**src/rtl/pixel_pkg.sv**
```systemverilog
// Shared definitions for the pixel shifter bank: default pixel geometry,
// the pixels-per-word helper and the per-channel FSM state type.
package pixel_pkg;

  localparam int BPP_DEFAULT    = 2;
  localparam int WORD_W_DEFAULT = 32;

  // Number of BPP-bit pixels packed into one pattern word.
  function automatic int pix_per_word(input int word_w, input int bpp);
    return word_w / bpp;
  endfunction

  typedef enum logic [1:0] {
    IDLE  = 2'd0,
    WAIT  = 2'd1,
    SHIFT = 2'd2
  } chan_state_t;

endpackage

```
**src/rtl/pixel_shift_channel.sv**
```systemverilog
// One pixel shift channel: holds a pattern word, waits a programmable
// number of pixel ticks, then serialises BPP-bit pixels (optionally mirrored).
module pixel_shift_channel
  import pixel_pkg::*;
#(
  parameter int BPP    = BPP_DEFAULT,
  parameter int WORD_W = WORD_W_DEFAULT,
  parameter int XCNT_W = 9
) (
  input  logic              clk,
  input  logic              reset_n,
  input  logic              pix_en,
  input  logic              line_start,
  input  logic              load,
  input  logic [WORD_W-1:0] load_data,
  input  logic [XCNT_W-1:0] load_xpos,
  input  logic              load_flip,
  output logic [BPP-1:0]    ch_pix,
  output logic              ch_active
);

  localparam int PIX_PER_WORD = pix_per_word(WORD_W, BPP);
  localparam int REM_W        = $clog2(PIX_PER_WORD + 1);
  localparam logic [REM_W-1:0] REM_FULL = REM_W'(PIX_PER_WORD);

  chan_state_t       state;
  logic [WORD_W-1:0] pat_buf;
  logic [REM_W-1:0]  remaining;
  logic [XCNT_W-1:0] xcnt;

  // Reverse pixel order within the word; bits inside each pixel keep their order.
  function automatic logic [WORD_W-1:0] flip_word(input logic [WORD_W-1:0] w);
    logic [WORD_W-1:0] r;
    r = '0;
    for (int i = 0; i < PIX_PER_WORD; i++) begin
      r[(PIX_PER_WORD-1-i)*BPP +: BPP] = w[i*BPP +: BPP];
    end
    return r;
  endfunction

  // Channel FSM: load beats line_start, line_start beats the pixel tick.
  always_ff @(posedge clk or negedge reset_n) begin
    if (!reset_n) begin
      state     <= IDLE;
      pat_buf   <= '0;
      remaining <= '0;
      xcnt      <= '0;
      ch_pix    <= '0;
      ch_active <= 1'b0;
    end else if (load) begin
      pat_buf   <= load_flip ? flip_word(load_data) : load_data;
      remaining <= REM_FULL;
      xcnt      <= load_xpos;
      state     <= (load_xpos == '0) ? SHIFT : WAIT;
      ch_pix    <= '0;
      ch_active <= 1'b0;
    end else if (line_start) begin
      state     <= IDLE;
      ch_pix    <= '0;
      ch_active <= 1'b0;
    end else if (pix_en) begin
      case (state)
        WAIT: begin
          ch_pix    <= '0;
          ch_active <= 1'b0;
          // The tick that sees xcnt==1 is the last wait tick; the next one shifts.
          if (xcnt != '0) xcnt <= xcnt - XCNT_W'(1);
          if (xcnt <= XCNT_W'(1)) state <= SHIFT;
        end
        SHIFT: begin
          ch_pix    <= pat_buf[BPP-1:0];
          pat_buf   <= pat_buf >> BPP;
          ch_active <= 1'b1;
          remaining <= remaining - REM_W'(1);
          if (remaining <= REM_W'(1)) state <= IDLE;
        end
        default: begin
          state     <= IDLE;
          ch_pix    <= '0;
          ch_active <= 1'b0;
        end
      endcase
    end
  end

endmodule

```
**src/rtl/pixel_shifter_bank.sv**
```systemverilog
// Bank of NUM_CH pixel shift channels followed by a registered priority
// mux that picks the lowest-index opaque active channel.
// Optional sticky sprite-0 collision flag: define PIXEL_SHIFTER_COLLISION_EN.
module pixel_shifter_bank
  import pixel_pkg::*;
#(
  parameter int NUM_CH = 9,
  parameter int BPP    = BPP_DEFAULT,
  parameter int WORD_W = WORD_W_DEFAULT,
  parameter int XCNT_W = 9,
  localparam int SRC_W = $clog2(NUM_CH + 1)
) (
  input  logic                           clk,
  input  logic                           reset_n,
  input  logic                           pix_en,
  input  logic                           line_start,
  input  logic [NUM_CH-1:0]              load,
  input  logic [NUM_CH-1:0][WORD_W-1:0]  load_data,
  input  logic [NUM_CH-1:0][XCNT_W-1:0]  load_xpos,
  input  logic [NUM_CH-1:0]              load_flip,
  output logic [NUM_CH-1:0][BPP-1:0]     ch_pix,
  output logic [NUM_CH-1:0]              ch_active,
  output logic [BPP-1:0]                 pix_out,
  output logic [SRC_W-1:0]               pix_src,
  output logic                           pix_valid
`ifdef PIXEL_SHIFTER_COLLISION_EN
  ,
  input  logic                           collision_clr,
  output logic                           collision
`endif
);

  logic [NUM_CH-1:0] ch_opq;
  logic [BPP-1:0]    win_pix;
  logic [SRC_W-1:0]  win_src;
  logic              win_hit;

  for (genvar g = 0; g < NUM_CH; g++) begin : g_ch
    pixel_shift_channel #(
      .BPP    (BPP),
      .WORD_W (WORD_W),
      .XCNT_W (XCNT_W)
    ) u_ch (
      .clk        (clk),
      .reset_n    (reset_n),
      .pix_en     (pix_en),
      .line_start (line_start),
      .load       (load[g]),
      .load_data  (load_data[g]),
      .load_xpos  (load_xpos[g]),
      .load_flip  (load_flip[g]),
      .ch_pix     (ch_pix[g]),
      .ch_active  (ch_active[g])
    );
  end

  // A channel is a candidate when it emitted a pixel that is not transparent.
  always_comb begin
    for (int i = 0; i < NUM_CH; i++) begin
      ch_opq[i] = ch_active[i] && (ch_pix[i] != '0);
    end
  end

  // Lowest-index opaque channel wins; scan from the top so the lowest overrides.
  always_comb begin
    win_pix = '0;
    win_src = SRC_W'(NUM_CH);
    win_hit = 1'b0;
    for (int i = NUM_CH - 1; i >= 0; i--) begin
      if (ch_opq[i]) begin
        win_pix = ch_pix[i];
        win_src = SRC_W'(i);
        win_hit = 1'b1;
      end
    end
  end

  // ---- stage p1: priority output register, updated every clk ----
  // Priority output register: follows ch_pix one clk later, independent of pix_en.
  always_ff @(posedge clk or negedge reset_n) begin
    if (!reset_n) begin
      pix_out   <= '0;
      pix_src   <= SRC_W'(NUM_CH);
      pix_valid <= 1'b0;
    end else begin
      pix_out   <= win_pix;
      pix_src   <= win_src;
      pix_valid <= win_hit;
    end
  end

`ifdef PIXEL_SHIFTER_COLLISION_EN
  logic vld_p1;
  logic coll_set;

  // Remember that the channel outputs were just refreshed by a pixel tick.
  always_ff @(posedge clk or negedge reset_n) begin
    if (!reset_n) vld_p1 <= 1'b0;
    else          vld_p1 <= pix_en;
  end

  assign coll_set = vld_p1 && ch_opq[0] && (|ch_opq[NUM_CH-1:1]);

  // Sticky collision flag; a simultaneous set overrides the clear.
  always_ff @(posedge clk or negedge reset_n) begin
    if (!reset_n)          collision <= 1'b0;
    else if (coll_set)     collision <= 1'b1;
    else if (collision_clr) collision <= 1'b0;
  end
`endif

endmodule

```
**config.mk**
```make
export PLATFORM = sky130hd
export DESIGN_NAME = pixel_shifter_bank
export DESIGN_NICKNAME = d
export VERILOG_FILES = /design/src/rtl/pixel_pkg.sv /design/src/rtl/pixel_shift_channel.sv /design/src/rtl/pixel_shifter_bank.sv
export SDC_FILE = /design/constraint.sdc
export NUM_CORES = 1
export LEC_CHECK = 0
export CAP_MARGIN = 5
export CORE_UTILIZATION = 39
export DETAILED_ROUTE_END_ITERATION = 16
export GPL_TIMING_DRIVEN = 0
export MAX_ROUTING_LAYER = met4
export PLACE_DENSITY = 0.67
export SLEW_MARGIN = 15
export SYNTH_ARGS = -nofsm -noshare
export SYNTH_HDL_FRONTEND = slang
export SYNTH_HIERARCHICAL = 1
export SYNTH_SLANG_ARGS = --single-unit
```
**constraint.sdc**
```tcl
create_clock -name clk -period 2.25 [get_ports clk]
set_input_delay 0.225 -clock clk [delete_from_list [all_inputs] [get_ports clk]]
set_output_delay 0.225 -clock clk [all_outputs]
set_load 0.02 [all_outputs]
```
==> results.tsv <==
metric	value	unit
outcome	complete, no violations	
Setup Buffers After CTS	0	
first-pass GRT wire length	123500	um
Final HPWL DP	58450	um
Post-Synth Simple-Gate Area	0.1817	
worst reg-to-reg setup slack	0.28	ns
minimum clock period after layout	2.086	ns
Switch Pwr	6120	uW
die width	266.1	um
post-synthesis xor/xnor area fraction	0.01739	
post-synthesis average cell area	9.824	um2
Initial Utilization	0.3952	
post-synthesis mux area share	0.1182	
combinational share of power	0.172	
Worst Reg-to-Reg Cells	5	
# IOs	425	
post-place setup slack	-0.1754	ns
Area growth syn-to-layout	26.99	%
RR Endpoint	g_ch[2].u_ch/pat_buf[1]$_DFFE_PN0P_	
Yosys Warn Count	6	
# setup viols final	0	
Post-DRT Antenna Nets	0	
main combinational cell family by area after synthesis	compound AO/OA/AOI/OAI gates	
Core Box Area	68830	um2
CTS tree	done	
worst slew pin tran	0.7739	ns
critical path fanouts, max	5	
clock tree buffer depth	3	
1st-iter DRT viols	1532	
Fin Setup TNS	0	ns
Port Buffer Count	415	
setup ws final	0.1640	ns
Post-synth EDFFs	0	
Synth Flop Type	dfrtp_1	
CP Data Required Time	2.03	ns
clk_lat worst skew	0.61	ns
Reg power frac	0.434	
Routed Wire Length	78270	um
leading cell types in the layout, fill and taps excluded	464 x dfrtp_1, 412 x clkdlybuf4s50_1, 316 x a21oi_1, 301 x mux2i_1, 287 x a211oi_1	
vias per cell	5.380	
Final Hold Viols	0	
Max Slew Vio Count	0	
dominant cell type by area after synthesis	dfrtp_1	
Worst-path clk slew	0.06	ns
fraction of layout cells with a size suffix above 1	0.07786	
Buf/Inv on CP	1	
clock power share	0.394	
DIE HEIGHT	266.1	um
crit-path max cell delay	0.68	ns
clk_skew	0.01587	ns
pwr dens	652.0	nW/um2
row cnt	96	
CP endpoint kind	output port	
Slew HR	0.4841	
sw frac	0.2717	
initial antenna violation count	22	
FFs w/ async S/R, synth	1.000	
vias after detailed routing	22816	
RSZ-0062 raised after global routing	false	
clock sinks	466	
synth top area cells	dfrtp_1 43%, mux2i_1 11%, a211oi_1 7.9%	
RePlAce Congestion	0.8558	
# DRC	0	
Post-CTS Hold Fix Bufs	1	
RR Startpoint	g_ch[2].u_ch/state[0]$_DFFE_PN0P_	
root buf cell	clkbuf_16	
Period Utilization, post-route	0.9271	
number of global-route vias before repair	22736	
post_cts resized	0	
Max Cap Viol	0	
Peak VDD IR	0.5504	mV
Pleak	0.01373	uW
critical path type	reg2out	
final net count	3674	
CP max-delay cell	clkdlybuf4s50_1	
fin cells	4241	
Cell Area, Synth	27200	um2
DP Cell Count	4121	
post-synthesis compound-gate area fraction	0.1936	
synthesized instance count	2769	
post-synth top area share	0.4268	
Post-Synth Adder-Cell Area	0.01656	
overall power	22530	uW
grt ovf	0	
Critical Path AT	1.86	ns
Synth cell types	83	
Hold/Removal Path Class	in2async	
Inserted Clock Buffers	54	
family with the most delay on the worst path	buffers and inverters	
fin util	0.5019	
Total GRT Usage	0.2240	
number of synthesized register bits	466	
H-tree depth	2	
die area	70810	um2
Int Pwr	16410	uW
Syn Nets	3196	
critical path launch point type	flip-flop	
Max Fclk	0.4794	GHz
largest net degree at the start of global routing	99	
proportion of synthesized chip area in sequential cells	0.4288	
commonest non-fill, non-tap cell in the layout	dfrtp_1	
Cell Chain, Critical Path	clkdlybuf4s50_1	
WL per Instance	18.46	um
drt first pass iters	7	
metrics by stage:
stage,instance area [um2],hold WS [ns]
2_1_floorplan,27200,-0.07059
3_3_place_gp,32520,0.5013
3_5_place_dp,32680,0.07423
4_1_cts,34490,0.02104
5_1_grt,34540,0.03306
6_report,34550,0.04997
cell families (layout without fill, tap and decap cells):
logic type,after synthesis,in the layout
AND/OR/NAND/NOR,826,826
AO/OA/AOI/OAI,812,812
flip-flops,466,466
multiplexers,319,319
buffers and inverters,256,775
XOR/XNOR,54,54
adder cells (fa/ha/maj),36,36
other,0,22
Yosys cell counts, types with 22 or more instances:
library cell and instances:
a21oi_1 316, buf_2 47, xor2_1 32, ha_1 36, nand2_1 125, nor2b_1 286
a31oi_1 24, nand3_1 40, nor3_1 42, nand2b_1 51, xnor2_1 22, clkbuf_1 112
inv_1 57, o21ai_1 27, o21ai_0 48, nor2_1 124, mux2i_1 301, dfrtp_1 464
a211oi_1 287
registers in the layout, indices dropped and copies added (netlist names):
signal               cells
g_ch.u_ch/ch_pix        18
pix_src                  4
g_ch.u_ch/pat_buf      288
g_ch.u_ch/remaining     45
pix_out                  2
g_ch.u_ch/ch_active      9
pix_valid                1
g_ch.u_ch/state         18
g_ch.u_ch/xcnt          81
power groups by stage:
| stage | Combinational, uW | Clock, uW | Sequential [uW] |
|---|---|---|---|
| detailed placement | 3890 | 0 | 9880 |
| floorplan | 2330 | 0 | 9710 |
| finish | 3880 | 8880 | 9770 |
| global placement | 3780 | 0 | 9910 |
| global route | 4300 | 9490 | 9870 |
| CTS | 3910 | 9130 | 9750 |
routing by layer:
metal,vias to the layer above,routed length (um),GRT usage
met5,-,0,-
met4,0,1532,0.06135
met3,99,3774,0.03808
met2,483,36810,0.3540
met1,11107,36160,0.2964
li1,11127,-,-
worst max path at each step:
stage / from / end / cells after the start
after floorplan: g_ch[1].u_ch/xcnt[0]$_DFFE_PN0P_ / g_ch[1].u_ch/xcnt[5]$_DFFE_PN0P_ / 4
after global placement: reset_n / g_ch[1].u_ch/pat_buf[23]$_DFFE_PN0P_ / 1
after detailed placement: pix_en / g_ch[2].u_ch/pat_buf[8]$_DFFE_PN0P_ / 7
after CTS: g_ch[6].u_ch/ch_active$_DFFE_PN0P_ / ch_active[6] / 1
after global routing: g_ch[2].u_ch/state[0]$_DFFE_PN0P_ / g_ch[2].u_ch/pat_buf[1]$_DFFE_PN0P_ / 5
final: g_ch[6].u_ch/ch_active$_DFFE_PN0P_ / ch_active[6] / 1
cell type report:
type / count / area, um2
inverters: 59 / 221.5
fillers: 6400 / 34280
well taps: 931 / 1165
clock buffers: 79 / 1605
clock inverters: 18 / 193.9
multi-input cells: 2047 / 14350
plain buffers: 197 / 969.7
diodes: 22 / 55.05
repair buffers: 422 / 4324
flip-flops and latches: 466 / 11660
Note: power is estimated with default switching activity, not from simulation.
